File: src/rtl/norm_collector.sv
// Packs serial normalized elements from two streams into saturated row words and
// buffers completed rows in a small first-word-fall-through FIFO with a valid/ready output.
module norm_collector #(
  parameter int COL   = 8,
  parameter int W_IN  = 16,
  parameter int W_OUT = 8,
  parameter int DEPTH = 4
) (
  input  logic                       clk,
  input  logic                       reset,
  input  logic                       norm_valid,
  input  logic [W_IN-1:0]            psum_norm_1,
  input  logic [W_IN-1:0]            psum_norm_2,
  output logic                       m_valid,
  input  logic                       m_ready,
  output logic [COL*W_OUT-1:0]       m_data_1,
  output logic [COL*W_OUT-1:0]       m_data_2,
  output logic [$clog2(DEPTH+1)-1:0] fifo_count,
  output logic                       overflow,
  output logic [15:0]                row_count
);

  localparam int BW = (COL > 1) ? $clog2(COL) : 1;
  localparam int PW = $clog2(DEPTH);
  localparam int CW = $clog2(DEPTH + 1);
  localparam int RW = COL * W_OUT;

  // Any set bit above the output width means the value exceeds the output range (W_IN > W_OUT).
  function automatic logic [W_OUT-1:0] sat(input logic [W_IN-1:0] x);
    if (x[W_IN-1:W_OUT] != '0) return {W_OUT{1'b1}};
    return x[W_OUT-1:0];
  endfunction

  logic [BW-1:0]    bcnt;
  logic [RW-1:0]    asm_1, asm_2;
  logic [RW-1:0]    row_1, row_2;
  logic [W_OUT-1:0] s1, s2;
  logic [RW-1:0]    mem_1 [DEPTH];
  logic [RW-1:0]    mem_2 [DEPTH];
  logic [PW-1:0]    wr_ptr, rd_ptr;
  logic [CW-1:0]    count, count_nxt;
  logic             valid_q;
  logic             last, push, pop, full, push_ok;

  assign s1      = sat(psum_norm_1);
  assign s2      = sat(psum_norm_2);
  assign last    = (bcnt == BW'(COL - 1));
  assign push    = norm_valid && last;
  assign pop     = valid_q && m_ready;
  assign full    = (count == CW'(DEPTH));
  assign push_ok = push && (!full || pop);

  // The final beat bypasses the assembly register so the row is pushed on that same edge.
  always_comb begin
    row_1 = asm_1;
    row_2 = asm_2;
    row_1[(COL-1)*W_OUT +: W_OUT] = s1;
    row_2[(COL-1)*W_OUT +: W_OUT] = s2;
  end

  always_comb begin
    count_nxt = count;
    if (push_ok && !pop)
      count_nxt = count + 1'b1;
    else if (pop && !push_ok)
      count_nxt = count - 1'b1;
  end

  always_ff @(posedge clk) begin
    if (reset) begin
      bcnt      <= '0;
      wr_ptr    <= '0;
      rd_ptr    <= '0;
      count     <= '0;
      valid_q   <= 1'b0;
      overflow  <= 1'b0;
      row_count <= '0;
    end else begin
      if (norm_valid)
        bcnt <= last ? '0 : bcnt + 1'b1;
      if (push_ok) begin
        wr_ptr    <= wr_ptr + 1'b1;
        row_count <= row_count + 16'd1;
      end
      if (pop)
        rd_ptr <= rd_ptr + 1'b1;
      if (push && !push_ok)
        overflow <= 1'b1;
      count   <= count_nxt;
      valid_q <= (count_nxt != '0);
    end
  end

  // Data storage needs no reset: bcnt and the FIFO pointers qualify everything.
  always_ff @(posedge clk) begin
    if (norm_valid) begin
      asm_1[int'(bcnt)*W_OUT +: W_OUT] <= s1;
      asm_2[int'(bcnt)*W_OUT +: W_OUT] <= s2;
    end
    if (push_ok) begin
      mem_1[wr_ptr] <= row_1;
      mem_2[wr_ptr] <= row_2;
    end
  end

  assign m_valid    = valid_q;
  assign m_data_1   = mem_1[rd_ptr];
  assign m_data_2   = mem_2[rd_ptr];
  assign fifo_count = count;

endmodule

File: config.mk
export PLATFORM = sky130hd
export DESIGN_NAME = norm_collector
export DESIGN_NICKNAME = d
export VERILOG_FILES = /design/src/rtl/norm_collector.sv
export SDC_FILE = /design/constraint.sdc
export NUM_CORES = 1
export LEC_CHECK = 0
export CELL_PAD_IN_SITES_DETAIL_PLACEMENT = 1
export CELL_PAD_IN_SITES_GLOBAL_PLACEMENT = 2
export CORE_UTILIZATION = 41
export DETAILED_ROUTE_END_ITERATION = 12
export GPL_ROUTABILITY_DRIVEN = 0
export PLACE_DENSITY_LB_ADDON = 0.1
export SYNTH_ARGS = -nofsm -noshare
export SYNTH_HDL_FRONTEND = slang
export SYNTH_SLANG_ARGS = --single-unit
File: constraint.sdc
create_clock -name clk -period 4.8 [get_ports clk]
set_clock_uncertainty 0.1 [all_clocks]
set_input_delay 0.72 -clock clk [delete_from_list [all_inputs] [get_ports clk]]
set_output_delay 0.72 -clock clk [all_outputs]
set_load 0.02 [all_outputs]
==> flow_results.xml <==
<?xml version="1.0" encoding="UTF-8"?>
<metrics>
  <group name="global_routing">
    <metric name="grt_pass1_wl" unit="mm">79.8</metric>
    <metric name="grt_antenna_before_repair" unit="">0</metric>
    <metric name="grt_pass1_vias" unit="">12400</metric>
    <metric name="grt_use_total" unit="%">18.6</metric>
    <metric name="maximum_number_of_pins_on_one_net_before_global_route_repair" unit="">73</metric>
    <metric name="gr_overflow_total" unit="">0</metric>
  </group>
  <group name="setup_path">
    <metric name="cp.arrival" unit="ps">2940</metric>
    <metric name="startpoint_to_endpoint_class_of_the_critical_path" unit="">reg2out</metric>
    <metric name="startpoint_type" unit="">flip-flop</metric>
    <metric name="timing.critical_path.fanout_max" unit="">29</metric>
    <metric name="timing.critical_path.slowest_stage_cell" unit="">dfxtp_4</metric>
    <metric name="critical-path-max-stage-delay" unit="ps">780</metric>
    <metric name="path_cells" unit="">buf_4 &gt; mux4_2 &gt; clkdlybuf4s50_1</metric>
    <metric name="worst-endpoint-required" unit="ps">3980</metric>
    <metric name="critPathBufInv" unit="">2</metric>
    <metric name="worstSetupPathDepth" unit="">3</metric>
    <metric name="path_delay_family" unit="">buffers and inverters</metric>
    <metric name="worst-r2r-cell-count" unit="">7</metric>
    <metric name="critPathCaptureType" unit="">primary output</metric>
  </group>
  <group name="drt">
    <metric name="topmost_layer_with_routed_signal_wires" unit="">met4</metric>
    <metric name="wl_met3" unit="mm">2.75</metric>
    <metric name="met1_length" unit="mm">23.9</metric>
    <metric name="vias_post_dr" unit="">11500</metric>
    <metric name="wirelength" unit="mm">53.9</metric>
    <metric name="dr.pass1.iters" unit="">5</metric>
    <metric name="drt_drc_violations_left" unit="">0</metric>
    <metric name="post_detailed_route_count_of_antenna_violating_nets" unit="">0</metric>
    <metric name="met2RoutedLength" unit="mm">26.2</metric>
    <metric name="initialDrtViolationCount" unit="">696</metric>
    <metric name="vias_per_cell" unit="">5.22</metric>
    <metric name="routed_wire_length_per_instance" unit="um">24.6</metric>
  </group>
  <group name="clock_network">
    <metric name="worstSkewPairLatency" unit="ps">590</metric>
    <metric name="cts.sink_count" unit="">654</metric>
    <metric name="count_of_h_tree_levels_built_during_cts" unit="">3</metric>
    <metric name="cts_max_path_buffers" unit="">3</metric>
    <metric name="cts_hold_buffers" unit="">0</metric>
    <metric name="numCtsBuffers" unit="">69</metric>
    <metric name="post-cts-setup-buffer-count" unit="">0</metric>
    <metric name="clock_tree.root_cell" unit="">clkbuf_16</metric>
    <metric name="tritoncts" unit="">yes</metric>
    <metric name="ctsResizeCount" unit="">0</metric>
    <metric name="clk_transition_reported_paths" unit="ps">60</metric>
  </group>
  <group name="synth">
    <metric name="synthesis.yosys.warnings" unit="">0</metric>
    <metric name="synth_top_family_by_area" unit="">multiplexers</metric>
    <metric name="synth_commonest_cells" unit="">edfxtp_1, nor2_1, mux4_2</metric>
    <metric name="synth.ff_latch_count" unit="">654</metric>
    <metric name="synth.area.mux_share" unit="%">12.2</metric>
    <metric name="post-synth-top-area-fraction" unit="%">78.4</metric>
    <metric name="synthDominantAreaCellType" unit="">edfxtp_1</metric>
    <metric name="synthesis.instances" unit="">1121</metric>
    <metric name="synthesized_area_fraction_occupied_by_xor_and_xnor_cells" unit="%">0.733</metric>
    <metric name="synth_top_flop_cell" unit="">edfxtp_1</metric>
    <metric name="async_flop_share" unit="%">0</metric>
    <metric name="netlist-cell-type-count" unit="">35</metric>
    <metric name="synth_adder_area_share" unit="%">0.628</metric>
    <metric name="synth.top_cells.by_area" unit="">edfxtp_1, mux4_2, nor2_1</metric>
    <metric name="synth_simple_gate_area_share" unit="%">3.86</metric>
    <metric name="synth_most_common_cell" unit="">edfxtp_1</metric>
    <metric name="synth_seq_area_share" unit="%">80.9</metric>
    <metric name="complex_gate_fraction_of_the_synthesized_area" unit="%">0.476</metric>
    <metric name="synthesis.area" unit="um2">23900</metric>
    <metric name="synth_nets" unit="">1169</metric>
    <metric name="synth_edf_count" unit="">624</metric>
    <metric name="postSynthAreaPerCell" unit="um2">21.3</metric>
  </group>
  <group name="finish">
    <metric name="n_antenna_cell" unit="">0</metric>
    <metric name="sequential_cell_area" unit="um2">19300</metric>
    <metric name="final_net_count" unit="">1421</metric>
    <metric name="fillers" unit="">5229</metric>
    <metric name="drive_gt1_share" unit="%">20.0</metric>
    <metric name="utilization" unit="%">50.7</metric>
    <metric name="areaGrowthSynthToFinish" unit="%">22.5</metric>
    <metric name="multi_input_area" unit="um2">4300</metric>
  </group>
  <group name="sta">
    <metric name="setup_total_negative_slack" unit="ps">0</metric>
    <metric name="maxSlewHeadroom" unit="%">26.5</metric>
    <metric name="fin_ws" unit="ps">1040</metric>
    <metric name="fmax" unit="MHz">266</metric>
    <metric name="timing.final.max_slew_violations" unit="">0</metric>
    <metric name="setup_violations" unit="">0</metric>
    <metric name="tightestPinTransition" unit="ps">1100</metric>
    <metric name="grt_setup_unrepaired" unit="">no</metric>
    <metric name="post-route-min-period" unit="ps">3760</metric>
    <metric name="finalHoldViolations" unit="">0</metric>
    <metric name="post-route-period-util" unit="%">78.3</metric>
  </group>
  <group name="placed_design">
    <metric name="io_buffers" unit="">184</metric>
    <metric name="dp_slack" unit="ps">1300</metric>
    <metric name="dpl.hpwl" unit="mm">30.9</metric>
  </group>
  <group name="power">
    <metric name="powerDensity" unit="nW/um2">426</metric>
    <metric name="irDropWorstVdd" unit="uV">282</metric>
    <metric name="leakagePower" unit="nW">9.23</metric>
  </group>
  <group name="outcome">
    <metric name="run_status" unit="">finished, final reports clean</metric>
  </group>
  <group name="floorplanning">
    <metric name="rows" unit="">88</metric>
    <metric name="start_util" unit="%">41.4</metric>
    <metric name="die_y" unit="um">243</metric>
    <metric name="floorplan.die.width" unit="um">243</metric>
    <metric name="coreArea" unit="um2">57700</metric>
    <metric name="die-area" unit="um2">59300</metric>
    <metric name="ioPinCount" unit="">185</metric>
  </group>
  <group name="min_path">
    <metric name="hp-class" unit="">reg2reg</metric>
    <metric name="min_delay_path_depth" unit="">0</metric>
  </group>
  <group name="flow_run">
    <metric name="max_cap_violations" unit="">0</metric>
  </group>
</metrics>
-- flip-flops by register name, indices dropped and copies added, names as in the netlist, named ones only --
signal and count:
fifo_count 3, bcnt 3, asm_2 56, asm_1 56, m_valid 1, mem_2 256, rd_ptr 2, overflow 1
wr_ptr 2, row_count 16, mem_1 256
-- placed cells by master (no fill, tap or decap), types with 7 or more instances in the layout --
master,Yosys,layout
buf_12,0,18
buf_4,0,23
clkbuf_1,22,16
clkbuf_16,0,73
clkdlybuf4s50_1,0,184
clkinv_1,0,12
clkinv_2,0,14
dfxtp_1,30,28
edfxtp_1,624,624
ha_1,12,12
inv_1,21,21
mux4_2,128,128
nand2_1,17,17
nand3_1,9,9
nor2_1,166,163
xnor2_1,7,7
xor2_1,13,13
-- final timing paths --
check | from | end | slack [ps]
max reg2reg | bcnt[0] | asm_1[3] | 1330
min | asm_2[5] | mem_2[2][5] | 390
min reg2reg | asm_2[5] | mem_2[2][5] | 390
max | flip-flop | m_data_2[46] | 1040
-- stage by stage --
step	instance area [um2]	total power [mW]	cells	hold WS, ps
after floorplan	23900	7.04	1121	357
after global placement	27100	7.48	2067	366
after detailed placement	27100	7.48	2067	383
after CTS	29300	12.6	2193	389
after global routing	29300	12.9	2193	409
final	29300	12.5	2193	385
-- per-layer routing --
metal	up-vias	GRT usage, %
met5	-	0
met4	0	5.85
met3	75	3.13
met2	303	30.0
met1	6111	25.8
li1	4968	-
-- report_power, final --
part | internal [mW] | switching (mW) | leakage [nW] | total, mW
sequential | 6.21 | 0.0673 | 5.82 | 6.28
combinational | 0.543 | 0.506 | 2.34 | 1.05
clock | 3.00 | 2.14 | 1.07 | 5.14
-- kinds of logic (layout without fill, tap and decap cells) --
kind of cell	after synthesis	count (layout)
adder cells (fa/ha/maj)	12	12
AND/OR/NAND/NOR	221	221
multiplexers	131	131
flip-flops	654	654
buffers and inverters	69	376
AO/OA/AOI/OAI	14	14
XOR/XNOR	20	20
-- layout make-up --
type,count,share of cell area (%)
Clock buffer,89,6.45
Sequential cell,654,66.1
Multi-Input combinational cell,398,14.7
Tap cell,765,3.27
Inverter,25,0.321
Timing Repair Buffer,225,8.12
Clock inverter,37,1.05
Note: power is estimated with default switching activity, not from simulation.
